File: config.mk
export PLATFORM = sky130hd
export DESIGN_NAME = multi_channel_data_synchronizer
export DESIGN_NICKNAME = d
export VERILOG_FILES = /design/src/rtl/multi_channel_data_synchronizer.sv
export SDC_FILE = /design/constraint.sdc
export NUM_CORES = 1
export LEC_CHECK = 0
export ABC_AREA = 1
export BUFFER_PORTS_ARGS = -buffer_cell sky130_fd_sc_hd__buf_2
export CORE_ASPECT_RATIO = 2
export CORE_MARGIN = 2
export CORE_UTILIZATION = 40
export CTS_CLUSTER_SIZE = 12
export DETAILED_ROUTE_END_ITERATION = 8
export GPL_TIMING_DRIVEN = 1
export PLACE_DENSITY_LB_ADDON = 0.08
export SLEW_MARGIN = 10
export SYNTH_ARGS = -nofsm -noshare
export SYNTH_HDL_FRONTEND = slang
export SYNTH_SLANG_ARGS = --single-unit
File: constraint.sdc
create_clock -name clk -period 3.6 [get_ports clk]
set_input_delay 0.72 -clock clk [delete_from_list [all_inputs] [get_ports clk]]
set_output_delay 0.72 -clock clk [all_outputs]
set_load 0.03 [all_outputs]
File: src/rtl/multi_channel_data_synchronizer.sv
// Carries CHANNEL_COUNT asynchronous valid/data buses into clk and serialises them round-robin onto one tagged output bus.
// Optional macro DATA_SYNC_OVERRUN_EN: a word arriving on a still-pending channel is dropped and overrun_error latches.
module multi_channel_data_synchronizer #(
   parameter int STAGE_COUNT   = 2,
   parameter int BUS_WIDTH     = 4,
   parameter int CHANNEL_COUNT = 4
) (
   input  logic                               clk,
   input  logic                               reset,
   input  logic [CHANNEL_COUNT-1:0]           asynchronous_data_valid,
   input  logic [CHANNEL_COUNT*BUS_WIDTH-1:0] asynchronous_data,
   output logic [CHANNEL_COUNT-1:0]           asynchronous_data_ack,
   output logic [BUS_WIDTH-1:0]               synchronous_data,
   output logic [$clog2(CHANNEL_COUNT)-1:0]   synchronous_channel,
   output logic                               synchronous_data_valid,
   output logic [CHANNEL_COUNT-1:0]           overrun_error
);

   localparam int CH_W = $clog2(CHANNEL_COUNT);

   logic [CHANNEL_COUNT-1:0] sync_q [STAGE_COUNT];
   logic [CHANNEL_COUNT-1:0] prev_q;
   logic [CHANNEL_COUNT-1:0] pending_q;
   logic [CHANNEL_COUNT-1:0] pending_d;
   logic [CHANNEL_COUNT-1:0] err_q;
   logic [CHANNEL_COUNT-1:0] err_d;
   logic [BUS_WIDTH-1:0]     hold_q [CHANNEL_COUNT];
   logic [CH_W-1:0]          last_grant_q;
   logic [BUS_WIDTH-1:0]     data_q;
   logic [CH_W-1:0]          chan_q;
   logic                     valid_q;

   logic [CHANNEL_COUNT-1:0] pulse_s;
   logic [CHANNEL_COUNT-1:0] load_s;
   logic [CHANNEL_COUNT-1:0] gnt_oh_s;
   logic [CH_W-1:0]          gnt_idx_s;
   logic [CH_W-1:0]          cand_s;
   logic                     gnt_any_s;

   // Valid synchroniser chains plus the previous-value flop of each channel
   always_ff @(posedge clk or posedge reset) begin
      if (reset) begin
         for (int s = 0; s < STAGE_COUNT; s++) begin
            sync_q[s] <= '0;
         end
         prev_q <= '0;
      end else begin
         sync_q[0] <= asynchronous_data_valid;
         for (int s = 1; s < STAGE_COUNT; s++) begin
            sync_q[s] <= sync_q[s-1];
         end
         prev_q <= sync_q[STAGE_COUNT-1];
      end
   end

   // Round-robin search starting one past the last granted channel
   always_comb begin
      gnt_any_s = 1'b0;
      gnt_idx_s = last_grant_q;
      cand_s    = last_grant_q;
      for (int i = 1; i <= CHANNEL_COUNT; i++) begin
         cand_s = CH_W'((32'(last_grant_q) + 32'(i)) % CHANNEL_COUNT);
         if (!gnt_any_s && pending_q[cand_s]) begin
            gnt_any_s = 1'b1;
            gnt_idx_s = cand_s;
         end else begin
            gnt_any_s = gnt_any_s;
         end
      end
      gnt_oh_s = gnt_any_s ? (CHANNEL_COUNT'(1'b1) << gnt_idx_s) : '0;
   end

   // Capture decision; a capture on the channel being granted is never an overrun
   always_comb begin
      pulse_s   = sync_q[STAGE_COUNT-1] & ~prev_q;
      pending_d = (pending_q & ~gnt_oh_s) | pulse_s;
`ifdef DATA_SYNC_OVERRUN_EN
      load_s    = pulse_s & ~(pending_q & ~gnt_oh_s);
      err_d     = err_q | (pulse_s & pending_q & ~gnt_oh_s);
`else
      load_s    = pulse_s;
      err_d     = '0;
`endif
   end

   // Holding registers, pending flags and the registered output word
   always_ff @(posedge clk or posedge reset) begin
      if (reset) begin
         for (int c = 0; c < CHANNEL_COUNT; c++) begin
            hold_q[c] <= '0;
         end
         pending_q    <= '0;
         err_q        <= '0;
         last_grant_q <= CH_W'(CHANNEL_COUNT - 1);
         data_q       <= '0;
         chan_q       <= '0;
         valid_q      <= 1'b0;
      end else begin
         for (int c = 0; c < CHANNEL_COUNT; c++) begin
            if (load_s[c]) begin
               hold_q[c] <= asynchronous_data[c*BUS_WIDTH +: BUS_WIDTH];
            end
         end
         pending_q <= pending_d;
         err_q     <= err_d;
         valid_q   <= gnt_any_s;
         if (gnt_any_s) begin
            data_q       <= hold_q[gnt_idx_s];
            chan_q       <= gnt_idx_s;
            last_grant_q <= gnt_idx_s;
         end
      end
   end

   assign asynchronous_data_ack  = prev_q;
   assign synchronous_data       = data_q;
   assign synchronous_channel    = chan_q;
   assign synchronous_data_valid = valid_q;
   assign overrun_error          = err_q;

endmodule

==> flow_metrics.env <==
export IMPL_hold_path_class="register to register"
export IMPL_drive_above_1_share_pct=33.05
export IMPL_dp_hpwl_mm=2.827
export IMPL_drv_cap=0
export IMPL_crit_required_ns=3.78
export IMPL_grt_pass1_vias=1406
export IMPL_fin_crit_sh_pct=54.40
export IMPL_maxSlewViolCount=0
export IMPL_critPathCaptureType="register"
export IMPL_grt_ovfl_total=0
export IMPL_setup_slack_ns=1.641
export IMPL_pwr_share_comb_pct=56.0
export IMPL_ff2ff_path_depth=13
export IMPL_holdBufCountCts=0
export IMPL_cts_resized=0
export IMPL_cts_root_buf="clkbuf_8"
export IMPL_port_buffers=32
export IMPL_coreArea_um2=4598
export IMPL_syn_avg_cell_area_um2=9.453
export IMPL_clk_path_buf_depth=2
export IMPL_postCtsSetupRepairBufs=0
export IMPL_cpMaxStageDelayCell="dfstp_2"
export IMPL_wire_per_inst_um=12.00
export IMPL_p_sw_share_pct=47.70
export IMPL_crit_family="simple AND/OR/NAND/NOR gates"
export IMPL_finalSetupTns_ns=0
export IMPL_critPathBufInv=3
export IMPL_p_clk_share_pct=15.6
export IMPL_cp_start_kind="register"
export IMPL_grt_pass1_wl_mm=6.134
export IMPL_switching_power_uw=1145
export IMPL_drt_wl_total_mm=3.528
export IMPL_pwr_share_seq_pct=28.4
export IMPL_path_clk_slew_ns=0.07
export IMPL_vias_per_cell=4.605
export IMPL_vias=1354
export IMPL_intPower_uw=1255
export IMPL_cpPeakStageDelay_ns=0.71
export IMPL_die_area_um2=5325
export IMPL_cts_tree="yes"
export IMPL_nets=260
export IMPL_reg2reg_from="last_grant_q[0]"
export IMPL_arrival_ns=2.14
export IMPL_drt_first_pass_iters=6
export IMPL_yosysSeqAreaShare_pct=54.40
export IMPL_endpoint="synchronous_data[0]"
export IMPL_cp_depth=13
export IMPL_drc_errors=0
export IMPL_io_pins=37
export IMPL_insertion_delay_ns=0.29
export IMPL_ant_nets=0
export IMPL_rows=35
export IMPL_final_hold_viol_count=0
export IMPL_worstPathCellList="inv_8 -> nand2_1 -> nand2_1 -> nand2_2 -> nand2_4 -> inv_6 -> nand3_2 -> clkinv_2 -> nand2_1 -> nand2_2 -> nand2_1 -> nand3_1 -> nand2_1"
export IMPL_cp_common_cell="nand2_1"
export IMPL_crit_type="register to register"
export IMPL_antenna_found_initial=0
export IMPL_gp_congestion=0.7367
export IMPL_cp_startpoint="last_grant_q[0]"
export IMPL_syn_instance_count=200
export IMPL_placed_area_um2=2097
export IMPL_ys_types=22
export IMPL_fin_skew_ns=0.003365
export IMPL_run_status="complete, no violations"
export IMPL_initial_core_util_pct=41.12
export IMPL_grt_usage_pct=15.78
export IMPL_setup_violations=0
export IMPL_r2r_end="synchronous_data[0]"
export IMPL_post_route_cell_area_um2=2213
export IMPL_final_fill_count=464
export IMPL_r2r_slack_ns=1.64
export IMPL_max_freq_mhz=510.6
export IMPL_cp_max_fo=9
export IMPL_final_min_clock_period_ns=1.959
export IMPL_powerDensity_nw_per_um2=1084
export IMPL_die_x_um=52.61
export IMPL_peakVddDrop_mv=0.6690
export IMPL_grt_max_degree=42
export IMPL_whs_path_depth=0
export IMPL_drt_initial_drc_count=12
export IMPL_post_place_ws_ns=1.641
export IMPL_cts_buffers=5
export IMPL_ys_seq_elements=41
export IMPL_ys_warn_count=0
export IMPL_cts_sinks=41
export IMPL_layout_common_cells="nand2_1 (56), dfrtp_1 (39), buf_2 (32), nand3_1 (18), inv_1 (16)"
export IMPL_rsz0062_at_grt="no"
export IMPL_antenna_diode_count=0
export IMPL_final_common_cell="nand2_1"
export IMPL_p_leak_uw=0.001154
export IMPL_die_h_um=101.2
export IMPL_synth_area_um2=1891
export IMPL_h_tree_depth=2
export IMPL_area_delta_synth_final_pct=17.07
==> flip-flops by register name, indices dropped and copies added (netlist names) <==
register / flops
asynchronous_data_ack: 4
hold_q: 16
last_grant_q: 2
pending_q: 4
sync_q: 8
synchronous_channel: 2
synchronous_data: 4
synchronous_data_valid: 1
==> per-stage QoR <==
stage	total power [uW]	std cells	hold slack [ns]	util, %
finish	2400	294	0.3497	48.14
global route	2631	294	0.3583	48.14
CTS	2441	294	0.3533	48.14
detailed placement	2061	286	0.3356	45.61
global placement	2061	286	0.3329	45.61
floorplan	1781	203	0.3312	-
==> Yosys cell counts <==
master	count	share of area, %
nand2_2	13	4.3
nand3_4	1	0.93
conb_1	1	0.20
inv_6	1	0.46
nand3_2	3	1.6
nand2_1	56	11
a31oi_1	1	0.33
buf_4	4	1.6
nand2_4	8	4.8
inv_2	1	0.20
o21ai_1	5	1.3
buf_6	1	0.60
inv_1	16	3.2
nor2_1	10	2.0
nand3_1	18	4.8
o21ai_0	1	0.26
mux2_2	8	4.8
dfstp_2	2	2.8
dfrtp_1	39	52
a21oi_1	9	2.4
clkinv_2	1	0.26
inv_8	1	0.60
==> area by class of cell <==
| class | instances | area [um2] | share of cell area, % |
|---|---|---|---|
| Timing Repair Buffer | 33 | 167.7 | 7.575 |
| Clock buffer | 7 | 86.33 | 3.901 |
| Tap cell | 55 | 68.82 | 3.109 |
| Sequential cell | 41 | 1028 | 46.47 |
| Multi-Input combinational cell | 137 | 743.2 | 33.58 |
| Clock inverter | 1 | 30.03 | 1.357 |
| Inverter | 20 | 88.84 | 4.014 |
==> per-layer routing <==
layer,global-route usage [%],part of all wire [%],wire (um),vias up
li1,-,-,-,698
met4,7.101,2.2,79,0
met3,3.097,2.7,96,7
met2,28.56,57,2006,25
met5,0,0,0,-
met1,16.99,38,1345,624
==> logic make-up (layout without fill, tap and decap cells) <==
kind of cell | count (synthesis) | after routing | share of synthesized area, %
buf+inv | 25 | 61 | 6.883
other cells | 1 | 4 | 0.1984
flops | 41 | 41 | 54.40
compound gates | 16 | 16 | 4.301
simple gates | 109 | 109 | 29.45
mux | 8 | 8 | 4.765
==> power groups by stage <==
stage	sequential [uW]	clock, uW	combinational, uW
finish	682	374	1340
global route	698	403	1530
CTS	685	385	1370
detailed placement	694	0	1370
global placement	689	0	1370
floorplan	734	0	1050
==> worst min path at each step <==
stage / startpoint / endpoint
floorplan: sync_q[4] / sync_q[0]
global placement: sync_q[4] / sync_q[0]
detailed placement: sync_q[4] / sync_q[0]
CTS: sync_q[4] / sync_q[0]
global route: sync_q[4] / sync_q[0]
finish: sync_q[4] / sync_q[0]
Note: power is estimated with default switching activity, not from simulation.
